[config.mk]
export PLATFORM = sky130hd
export DESIGN_NAME = carry_bypass_adder
export DESIGN_NICKNAME = d
export VERILOG_FILES = /design/src/rtl/carry_bypass_adder.sv
export SDC_FILE = /design/constraint.sdc
export NUM_CORES = 1
export LEC_CHECK = 0
export CORE_AREA = 5 5 42 44
export CTS_CLUSTER_DIAMETER = 200
export DETAILED_ROUTE_END_ITERATION = 12
export DIE_AREA = 0 0 47 49
export PLACE_DENSITY = 0.69
export SETUP_SLACK_MARGIN = 0.3
export SYNTH_ARGS = -nofsm -noshare
export SYNTH_HDL_FRONTEND = slang
export SYNTH_SLANG_ARGS = --single-unit
[constraint.sdc]
create_clock -name clk -period 2.6 [get_ports clk]
set_input_delay 0.39 -clock clk [delete_from_list [all_inputs] [get_ports clk]]
set_output_delay 0.39 -clock clk [all_outputs]
set_load 0.005 [all_outputs]
[src/rtl/carry_bypass_adder.sv]
// carry_bypass_adder
//   Registered WIDTH-bit carry-bypass (carry-skip) adder with one cycle of
//   latency. Operands are split into BLOCK-bit ripple groups. When every bit
//   of a group propagates, the group's carry-in is forwarded straight to its
//   carry-out. Functionally the result is identical to a plain ripple add.
//
// Ports
//   clk        single clock, rising edge
//   rst        synchronous active-high reset, overrides in_valid
//   A, B       WIDTH-bit unsigned operands
//   cin        carry-in
//   in_valid   qualifies A/B/cin this cycle
//   S          registered sum, holds while in_valid=0
//   Cout       registered carry-out, holds while in_valid=0
//   out_valid  high the cycle after an accepted in_valid
//   ovf        (only when CBA_OVERFLOW_EN is defined) registered two's-complement
//              overflow, carry into MSB xor carry out of MSB
//
// Optional feature macro: CBA_OVERFLOW_EN

module carry_bypass_adder #(
    parameter int WIDTH = 4,
    parameter int BLOCK = 4
) (
    input  logic             clk,
    input  logic             rst,
    input  logic [WIDTH-1:0] A,
    input  logic [WIDTH-1:0] B,
    input  logic             cin,
    input  logic             in_valid,
    output logic [WIDTH-1:0] S,
    output logic             Cout,
    output logic             out_valid
`ifdef CBA_OVERFLOW_EN
    ,
    output logic             ovf
`endif
);

    logic [WIDTH-1:0] p;
    logic [WIDTH-1:0] g;
    logic [WIDTH-1:0] c;        // carry into each bit
    logic [WIDTH-1:0] sum_next;
    logic             cout_next;
    logic             carry;
    logic             grp_cin;
    logic             grp_p;

    // Walk the bits in order. At each group start the running carry is
    // captured as the group carry-in; at each group end the ripple carry is
    // replaced by that carry-in whenever the whole group propagates. The last
    // group may be narrower than BLOCK.
    always_comb begin
        p         = A ^ B;
        g         = A & B;
        c         = '0;
        carry     = cin;
        grp_cin   = cin;
        grp_p     = 1'b1;
        for (int i = 0; i < WIDTH; i++) begin
            if ((i % BLOCK) == 0) begin
                grp_cin = carry;
                grp_p   = 1'b1;
            end
            c[i]  = carry;
            grp_p = grp_p & p[i];
            carry = g[i] | (p[i] & carry);
            if (((i % BLOCK) == (BLOCK - 1)) || (i == (WIDTH - 1))) begin
                carry = grp_p ? grp_cin : carry;
            end
        end
        sum_next  = p ^ c;
        cout_next = carry;
    end

`ifdef CBA_OVERFLOW_EN
    logic ovf_next;
    assign ovf_next = c[WIDTH-1] ^ cout_next;
`endif

    always_ff @(posedge clk) begin
        if (rst) begin
            S         <= '0;
            Cout      <= 1'b0;
            out_valid <= 1'b0;
`ifdef CBA_OVERFLOW_EN
            ovf       <= 1'b0;
`endif
        end else begin
            out_valid <= in_valid;
            if (in_valid) begin
                S    <= sum_next;
                Cout <= cout_next;
`ifdef CBA_OVERFLOW_EN
                ovf  <= ovf_next;
`endif
            end
        end
    end

endmodule

### Yosys cells after proc, flatten, opt, wreduce, memory -nomap -nowiden

Index checks and enable logic that the tools add are counted.
Widths: inputs -> output; s select.

* flip-flop bits (word level): 6
* input bits: 12
* output and inout bits: 6
* logic and storage cells: 18

* multiplexer cells: 1
* bitwise operators: 14

Operator list (number)
* $xor 4x4->4: 2
* $and 1x1->1: 7
* $and 4x4->4: 1
* $or 1x1->1: 4
* $mux 1: 1

### Depth between registers and ports, before layout

Gate-level depths: netlist (run 1).

* word-level depth: 10
* depth in mapped cells: 9
* mapped depth without buffers: 9

### Worst setup path before layout (run 1)

Ideal clock, no wire load.

* path type: in2reg
* start point: in A[0]
* end point: reg S[3]
* setup time: 0.086 ns
* arrival: 2.039 ns
* data required time: 2.514 ns
* path slack: 0.476 ns
* stages on the path: 8
* buffers on the path: 0
* cells stage by stage: inv_1 > fa_1 > inv_1 > fa_1 > fa_1 > inv_1 > fa_1 > a211oi_1

* cells in the longest elaborated chain, start to end: 8
* elaborated cells between the ends (all ways): 9
* classes of those cells: bitwise: 9

RTL lines
* from (decl): line 27 `input logic [WIDTH-1:0] A,`
* $xor 4x4->4: line 54 `p = A ^ B;`
* $and 1x1->1: line 67 `carry = g[i] | (p[i] & carry);`
* $or 1x1->1 *: line 67
* $and 1x1->1 *: line 67
* $or 1x1->1 *: line 67
* $and 1x1->1 *: line 67
* $or 1x1->1 *: line 67
* $xor 4x4->4 *: line 72 `sum_next = p ^ c;`
* to (signal assigned): line 92 `S <= sum_next;`
* to (decl): line 31 `output logic [WIDTH-1:0] S,`

Every way passes the cells marked *; elsewhere a longest branch is shown, timed or not.
A chain may end at the register's enable or synchronous reset.

### Worst setup path after layout (run 1)

* start point: in B[0]
* end point: reg Cout

* cells in the longest elaborated chain, start to end: 10
* elaborated cells between the ends (all ways): 14
* classes of those cells: mux: 1; bitwise: 13

RTL lines
* from (decl): line 28 `input logic [WIDTH-1:0] B,`
* $xor 4x4->4: line 54
* $and 1x1->1: line 67
* $or 1x1->1: line 67
* $and 1x1->1: line 67
* $or 1x1->1: line 67
* $and 1x1->1: line 67
* $or 1x1->1: line 67
* $and 1x1->1: line 67
* $or 1x1->1: line 67
* $mux 1 *: line 69 `carry = grp_p ? grp_cin : carry;`
* to (signal assigned): line 93 `Cout <= cout_next;`
* to (decl): line 32 `output logic Cout,`

Marked as above.

==> results of run 1 <==
==> cells by family (layout without fill, tap and decap cells) <==
group	after synthesis	after routing
adder cells (fa/ha/maj)	8	8
AND/OR/NAND/NOR	7	7
multiplexers	3	3
buffers and inverters	8	30
flip-flops	6	6
AO/OA/AOI/OAI	3	3
==> Yosys cell counts <==
library cell  number
nor2b_1            1
dfxtp_1            6
nand4_1            1
a211oi_2           1
mux2_4             1
inv_1              7
nor2_1             5
mux2i_1            2
fa_1               4
a211oi_1           2
ha_1               4
buf_2              1
==> metal layers <==
metal | GRT usage | wire length [µm] | part of all wire | vias to the layer above
met3 | 0.0295 | 101 | 0.13 | 2
met1 | 0.105 | 330 | 0.43 | 140
met4 | 0.0691 | 6 | 0.0078 | 0
met2 | 0.0995 | 328 | 0.43 | 14
met5 | 0 | 0 | 0 | -
li1 | - | - | - | 154
==> worst max-delay path: stages <==
cell,delay (ns)
dlygate4sd2_1,0.23
inv_2,0.05
fa_2,0.39
inv_2,0.06
fa_2,0.18
fa_1,0.15
inv_1,0.05
fa_1,0.36
mux2_4,0.27
a211oi_2,0.20
==> cells in the final DEF, fill, tap and decap left out, types with 2 or more instances in the layout <==
cell type	synthesis	routed
a211oi_2	1	2
buf_4	0	3
clkbuf_4	0	3
clkdlybuf4s50_1	0	14
dfxtp_1	6	6
dlygate4sd2_1	0	3
fa_1	4	2
fa_2	0	2
ha_1	4	4
inv_1	7	3
inv_2	0	4
mux2i_1	2	2
nor2_1	5	5
==> registers in the layout, summed over array words and instances, names as in the netlist <==
signal / cells
Cout: 1
S: 4
out_valid: 1
==> layout make-up <==
type / count / area (µm²) / area share
inverter: 7 / 26.3 / 0.0429
timing repair buffer: 20 / 189 / 0.309
tap: 16 / 20.0 / 0.0327
multi-input combinational: 21 / 234 / 0.382
sequential: 6 / 120 / 0.196
clock buffer: 3 / 22.5 / 0.0368
==> report_power, final <==
| group | internal, mW | leakage (nW) | switching (mW) |
|---|---|---|---|
| logic | 0.0487 | 0.213 | 0.0306 |
| registers | 0.101 | 0.0498 | 0.00409 |
| clock network | 0.0522 | 0.0138 | 0.0334 |
==> final timing paths <==
| kind | cells after the start | startpoint | slack [ns] | end |
|---|---|---|---|---|
| setup / recovery | 10 | B[0] | 0.44 | Cout$_SDFFE_PP0P_ |
| hold reg to reg | 2 | S[0]$_SDFFE_PP0P_ | 0.47 | S[0]$_SDFFE_PP0P_ |
| setup reg to reg | 2 | Cout$_SDFFE_PP0P_ | 1.96 | Cout$_SDFFE_PP0P_ |
| hold / removal | 2 | S[0]$_SDFFE_PP0P_ | 0.47 | S[0]$_SDFFE_PP0P_ |
==> impl_metrics.yaml, run 1 <==
power:
  max-vdd-ir-drop_mv: 0.147
  power.density_nw_per_um2: 441
  leakage_nw: 0.277
  power_uw: 270
die:
  io_pins: 18
  initial_core_util: 0.268
  die-area_um2: 2300
  core_area_um2: 1400
  fp.dieW_um: 47
  rows: 14
  fp.dieH_um: 49
critical_path:
  timing_worst_setup_path_type: "input port to flop"
  startpoint_type: "input port"
  worstPathArrival_ns: 2.32
  cp_max_fo: 2
  critPathRequiredTime_ns: 2.77
  cp-end-kind: "flop"
global_routing:
  antenna_found_initial: 0
  grt_max_degree: 10
  overflow: 0
  grt_pass1_wl_um: 1290
  grt_use_total: 0.0807
  grt_pass1_vias: 294
yosys:
  synth_simple_gate_area_share: 0.0833
  ys_ff_latch: 6
  synth_fa_ha_area_frac: 0.347
  synthesis.nets: 55
  synth_top_area_cell: "dfxtp_1"
  postSynthAreaPerCell_um2: 10.7
  yosysUniqueCellTypes: 12
  synth-seq-area-share: 0.320
  synth_top_area_share: 0.320
  muxShareOfSynthArea: 0.0933
  synth_area_um2: 375
  synth-compound-area-share: 0.0733
  synth-xor-area-share: 0
  synth_area_leaders: "dfxtp_1 (32%), fa_1 (21%), ha_1 (13%), inv_1 (7.0%), mux2i_1 (5.3%)"
  synth_top_family_by_area: "adder cells"
  syn_inst: 35
  synth_warnings: 0
timing:
  fin_ws_ns: 0.444
  tightest_slew_ns: 0.357
  fin_hold_ws_ns: 0.473
  min_period_ns: 2.16
  rsz0062_at_grt: "no"
  hold_viol_final: 0
  setup_tns_ns: 0
  relSlewSlack: 0.762
  setup_viol: 0
  period_share: 0.829
  fmax_ghz: 0.464
  drv_slew: 0
  skew_ns: 0
finish:
  layout.nets: 79
  syn_to_final_growth_pct: 63.0
  final_area_um2: 612
  antenna_cells_inserted: 0
  fin_util: 0.437
  fillerInstances: 149
  final_cells: 73
  layout-drive-gt1-share: 0.263
drt:
  wl_um: 767
  via_per_inst: 4.25
  first_iter_violations: 0
  dr.pass1.iters: 1
  ant_nets: 0
  vias: 310
  wl_per_cell_um: 10.5
  drcViolationCount: 0
clock_network:
  cts_resized: 10
  cts_tree: "yes"
  clockBufferDepth: 2
  clk_latency_ns: 0.24
  cts.clk_slew.worst_paths_ns: 0.04
  cts_hold_buf: 0
  postCtsSetupRepairBufs: 0
  htreeDepth: 1
  cts-buffers-inserted: 3
  cts-root-buf: "clkbuf_4"
  cts_sinks: 6
flow_run:
  drv_cap: 0
place:
  portBuffers: 17
  gp_congestion: 0.670
  placed_cell_area_um2: 583
  placed_cells: 70
  hpwl_um: 650
  dp_slack_ns: -0.144
status:
  status: "completed"
worst_hold_path:
  hold_path_class: "flop to flop"
Power figures use the tool's default switching activity.
==> run 2, diff against run 1 <==
--- a/config.mk
+++ b/config.mk
@@ -9,7 +9,7 @@
 export CTS_CLUSTER_DIAMETER = 200
 export DETAILED_ROUTE_END_ITERATION = 12
 export DIE_AREA = 0 0 47 49
-export PLACE_DENSITY = 0.69
+export PLACE_DENSITY = 0.71
 export SETUP_SLACK_MARGIN = 0.3
 export SYNTH_ARGS = -nofsm -noshare
 export SYNTH_HDL_FRONTEND = slang
==> constraint.sdc (replaced) <==
create_clock -name clk -period 1.9 [get_ports clk]
set_input_delay 0.285 -clock clk [delete_from_list [all_inputs] [get_ports clk]]
set_output_delay 0.285 -clock clk [all_outputs]
set_load 0.005 [all_outputs]
==> run 2 against run 1 <==
- via count is 3.5% lower
- clock skew stayed put
- routed wire length is 3.7% higher
- final cell count is 2.7% lower
- global-route usage is 1.1 points higher
- largest cell class unchanged
- largest power group unchanged
==> impl_metrics.yaml, run 2 (same netlist as run 1, synthesis figures left out) <==
finish:
  layout.nets: 77
  reg_top3: "S (4), Cout (1), out_valid (1)"
  syn_to_final_growth_pct: 66.7
  layout_commonest_cell: "clkdlybuf4s50_1"
  largest_register_ffs: 4
  regMostFlops: "S"
  mostFrequentLayoutCells: "clkdlybuf4s50_1 (12), dfxtp_1 (6), nor2_1 (5), fa_2 (4), ha_1 (4)"
  fillerInstances: 147
  final_cells: 71
  antenna_cells_inserted: 0
  layout-drive-gt1-share: 0.345
die:
  io_pins: 18
  die-area_um2: 2300
  fp.dieW_um: 47
  rows: 14
  core_area_um2: 1400
  initial_core_util: 0.268
  fp.dieH_um: 49
timing:
  drv_slew: 0
  min_period_ns: 1.88
  hold_viol_final: 0
  rsz0062_at_grt: "yes"
  fmax_ghz: 0.532
  relSlewSlack: 0.745
  tightest_slew_ns: 0.381
  period_share: 0.989
  setup_viol: 0
  skew_ns: 0
critical_path:
  r2r_start: "Cout$_SDFFE_PP0P_"
  crit_slowest_cell: "fa_2"
  r2r-end: "Cout$_SDFFE_PP0P_"
  endpoint: "Cout$_SDFFE_PP0P_"
  rrSetupSlack_ns: 1.23
  reg2reg_depth: 2
  cp-end-kind: "flop"
  startpoint_type: "input port"
  timing_worst_setup_path_type: "input port to flop"
  worstPathArrival_ns: 2.04
  critPathRequiredTime_ns: 2.06
  slowest_delay_ns: 0.38
  crit_start: "cin"
  crit_top_cell: "fa_2"
  cp_max_fo: 2
  cp_cell_sequence: "buf_8, inv_12, fa_2, inv_2, fa_2, fa_2, inv_2, fa_2, mux2_4, a211oi_2"
clock_network:
  cts_tree: "yes"
  cts_hold_buf: 0
  cts-root-buf: "clkbuf_4"
  cts.clk_slew.worst_paths_ns: 0.04
  cts-buffers-inserted: 3
  htreeDepth: 1
  postCtsSetupRepairBufs: 0
  clockBufferDepth: 2
  cts_sinks: 6
  clk_latency_ns: 0.24
drt:
  via_per_inst: 4.21
  wl_um: 795
  dr.pass1.iters: 2
  drcViolationCount: 0
  vias: 299
  wl_per_cell_um: 11.2
  first_iter_violations: 2
  ant_nets: 0
status:
  status: "completed"
global_routing:
  grt_max_degree: 10
  grt_use_total: 0.0914
  overflow: 0
  grt_pass1_wl_um: 1400
  grt_pass1_vias: 331
  antenna_found_initial: 0
place:
  hpwl_um: 707
  portBuffers: 17
  gp_congestion: 0.645
  placed_cells: 68
power:
  clockPowerShare: 0.307
  power.density_nw_per_um2: 596
  p_sw_frac: 0.254
  combPwrFrac: 0.307
  leakage_nw: 0.274
  internal-power_uw: 278
  power_uw: 373
  switching_power_uw: 94.8
  sequentialPowerShare: 0.386
  max-vdd-ir-drop_mv: 0.187
worst_hold_path:
  hold_path_class: "input port to flop"
flow_run:
  drv_cap: 0
## run 2: cell count changes in the layout (fill, tap and decap cells not counted), sizes merged
cell / before / now
buf: 3 / 4
clkdlybuf4s50: 14 / 12
dlygate4sd2: 3 / 2
## run 2: worst max-delay path, delay by kind of cell
kind                       cells  cell delay, ns
muxes                          1            0.27
AOI/OAI and AO/OA              1            0.20
adders and majority gates      4            1.06
buffers and inverters          4            0.22
## run 2: through the flow
step,setup WS [ns],TNS [ns],hold slack (ns),cell area (µm²),utilization
global route,-0.0384,-0.0667,0.430,626,0.446
floorplan,-0.0752,-0.142,0.350,405,-
finish,0.0200,0,0.437,626,0.446
CTS,-0.0127,-0.0127,0.428,626,0.446
global placement,-0.764,-2.17,0.473,598,0.427
detailed placement,-0.815,-2.32,0.481,598,0.427
## run 2: worst min-delay path by stage
stage,endpoint,start,slack (ns),depth (start not counted)
after floorplan,Cout$_SDFFE_PP0P_,rst,0.35,1
after global placement,S[0]$_SDFFE_PP0P_,S[0]$_SDFFE_PP0P_,0.47,2
after detailed placement,S[0]$_SDFFE_PP0P_,S[0]$_SDFFE_PP0P_,0.48,2
after CTS,Cout$_SDFFE_PP0P_,cin,0.43,4
after global routing,Cout$_SDFFE_PP0P_,cin,0.43,4
final,Cout$_SDFFE_PP0P_,cin,0.44,4
## run 2: layout make-up
class / count / area (µm²) / share of cell area
repair buffers: 18 / 183 / 0.292
clock buffers: 3 / 22.5 / 0.0360
inverters: 7 / 41.3 / 0.0660
well taps: 16 / 20.0 / 0.0320
flip-flops and latches: 6 / 120 / 0.192
multi-input cells: 21 / 239 / 0.382
## run 2: power groups by stage
| stage | Clock (mW) | Sequential (mW) | Combinational, mW |
|---|---|---|---|
| 2_1_floorplan | 0 | 0.146 | 0.0502 |
| 3_3_place_gp | 0 | 0.145 | 0.113 |
| 3_5_place_dp | 0 | 0.146 | 0.117 |
| 4_1_cts | 0.121 | 0.144 | 0.117 |
| 5_1_grt | 0.132 | 0.145 | 0.129 |
| 6_report | 0.115 | 0.144 | 0.115 |
## run 2: metal layers
| layer | GRT usage | part of all wire | up-vias | routed length [µm] |
|---|---|---|---|---|
| li1 | - | - | 149 | - |
| met1 | 0.105 | 0.41 | 133 | 324 |
| met2 | 0.124 | 0.50 | 15 | 395 |
| met3 | 0.0221 | 0.070 | 2 | 56 |
| met4 | 0.0968 | 0.024 | 0 | 19 |
| met5 | 0 | 0 | - | 0 |
## run 2: timing repair
| item | CTS | global route |
|---|---|---|
| cloned | 0 | 0 |
| gates resized for setup | 20 | 0 |
| pin swaps | 6 | 1 |
| setup endpoints to repair | 4 | 2 |
==> run 3, diff against run 2 <==
--- a/config.mk
+++ b/config.mk
@@ -6,7 +6,7 @@
 export NUM_CORES = 1
 export LEC_CHECK = 0
 export CORE_AREA = 5 5 42 44
-export CTS_CLUSTER_DIAMETER = 200
+export CTS_CLUSTER_DIAMETER = 50
 export DETAILED_ROUTE_END_ITERATION = 12
 export DIE_AREA = 0 0 47 49
 export PLACE_DENSITY = 0.71
==> constraint.sdc (replaced) <==
create_clock -name clk -period 1.9 [get_ports clk]
set_input_delay 0.285 -clock clk [delete_from_list [all_inputs] [get_ports clk]]
set_output_delay 0.285 -clock clk [all_outputs]
set_load 0.1 [all_outputs]
==> run 3 against run 2 <==
- die area unchanged
- core utilization is 0.54 points lower
- power is 21% higher
- clock power is essentially flat
- highest routed layer unchanged
- via count rose by 4.0%
- hold slack better by 0.044 ns
- critical path depth shrank 1
==> impl_metrics.yaml, run 3 (same netlist as run 1, synthesis figures left out) <==
drt:
  wl_um: 744
  wl_per_cell_um: 10.3
  ant_nets: 0
  via_per_inst: 4.32
  dr.pass1.iters: 1
  vias: 311
  drcViolationCount: 0
  first_iter_violations: 0
critical_path:
  crit_slowest_cell: "fa_2"
  timing_worst_setup_path_type: "input port to flop"
  cp-end-kind: "flop"
  startpoint_type: "input port"
  slowest_delay_ns: 0.43
  cp_cell_sequence: "buf_8, inv_12, fa_2, inv_2, fa_2, fa_2, inv_2, fa_2, a211oi_2"
  cp_top_family: "adder cells"
  critPathRequiredTime_ns: 2.06
  crit_top_cell: "fa_2"
  worstPathArrival_ns: 2.03
  cp_max_fo: 2
  crit_buf_inv: 4
finish:
  multi_input_comb_area_um2: 239
  layout_commonest_cell: "buf_4"
  reg_top3: "S (4), Cout (1), out_valid (1)"
  largest_register_ffs: 4
  mostFrequentLayoutCells: "buf_4 (8), dfxtp_1 (6), clkdlybuf4s50_1 (6), nor2_1 (5)"
  regMostFlops: "S"
  layout-drive-gt1-share: 0.464
  regArea_um2: 120
  antenna_cells_inserted: 0
  layout.nets: 78
  fillerInstances: 159
  syn_to_final_growth_pct: 64.7
timing:
  setup_viol: 0
  rsz0062_at_grt: "yes"
  drv_slew: 0
  relSlewSlack: 0.739
  fin_hold_ws_ns: 0.481
  fmax_ghz: 0.534
  setup_tns_ns: 0
  tightest_slew_ns: 0.390
  min_period_ns: 1.87
  skew_ns: 0
  hold_viol_final: 0
  period_share: 0.986
global_routing:
  grt_use_total: 0.0779
  use_met1: 0.0895
  gr-usage-met3: 0.0148
  grtUsageMet2: 0.109
  grt-busiest-layer: "met2"
  grt_max_degree: 10
  antenna_found_initial: 0
  overflow: 0
  grt_pass1_wl_um: 1250
  grt_pass1_vias: 329
die:
  fp.dieW_um: 47
  io_pins: 18
  initial_core_util: 0.268
  core_area_um2: 1400
  fp.dieH_um: 49
  die-area_um2: 2300
  rows: 14
clock_network:
  clockBufferDepth: 2
  htreeDepth: 1
  cts_tree: "yes"
  cts-buffers-inserted: 3
  clk_latency_ns: 0.24
  cts_sinks: 6
  cts-root-buf: "clkbuf_4"
  cts_hold_buf: 0
  cts.clk_slew.worst_paths_ns: 0.04
power:
  leakage_nw: 0.289
  max-vdd-ir-drop_mv: 0.288
  power.density_nw_per_um2: 728
flow_run:
  drv_cap: 0
status:
  status: "completed"
place:
  gp_congestion: 0.632
  hpwl_um: 667
  portBuffers: 17
worst_hold_path:
  hold_path_class: "input port to flop"
==> run 3: cell count changes in the layout (fill, tap and decap cells not counted), sizes merged <==
cell and change:
clkdlybuf4s50 -6, buf +7
==> run 3: stage by stage <==
stage          std cells  total power, mW  worst slack, ns  cell area (µm²)   util
2_1_floorplan         35            0.277          -0.0752              405      -
3_3_place_gp          68            0.335           -0.774              583  0.416
3_5_place_dp          68            0.339           -0.801              583  0.416
4_1_cts               72            0.458          0.00674              618  0.441
5_1_grt               72            0.474          -0.0374              618  0.441
6_report              72            0.450           0.0262              618  0.441
==> run 3: final cells by class <==
cell class,instances,share of cell area
Clock buffer,3,0.0364
Tap cell,16,0.0324
Sequential cell,6,0.194
Multi-Input combinational cell,21,0.387
Inverter,7,0.0668
Timing Repair Buffer,19,0.283
==> run 3: what timing repair did <==
action                                  in CTS  in global routing
pin swaps                                    5                  2
cloned                                       0                  0
resized for setup                           20                  0
hold endpoints to repair                     0                  0
endpoints found under the setup margin       4                  3
setup buffers                                1                  0
==> run 3: worst paths after layout <==
| path | end | cells after the start | slack, ns | startpoint |
|---|---|---|---|---|
| setup / recovery | S[3]$_SDFFE_PP0P_ | 9 | 0.03 | cin |
| hold / removal | S[0]$_SDFFE_PP0P_ | 4 | 0.48 | B[0] |
| setup reg to reg | Cout$_SDFFE_PP0P_ | 2 | 1.26 | Cout$_SDFFE_PP0P_ |
| hold reg to reg | S[0]$_SDFFE_PP0P_ | 2 | 0.49 | S[0]$_SDFFE_PP0P_ |
==> run 3: metal layers <==
| layer | vias to the layer above | part of all wire |
|---|---|---|
| met5 | - | 0 |
| met4 | 0 | 0.026 |
| met3 | 2 | 0.12 |
| met2 | 15 | 0.50 |
| met1 | 142 | 0.36 |
| li1 | 152 | - |
==> run 3: power by group <==
group / switching [mW] / internal (mW) / total, mW
Sequential: 0.00536 / 0.138 / 0.143
Clock: 0.0440 / 0.0713 / 0.115
Combinational: 0.126 / 0.0660 / 0.192
Total: 0.175 / 0.275 / 0.450
==> run 3: worst min-delay path: cells and delay by family <==
family / cells / cell delay [ns]
compound gates: 1 / 0.06
fa+ha+maj: 1 / 0.18
buf+inv: 2 / 0.14
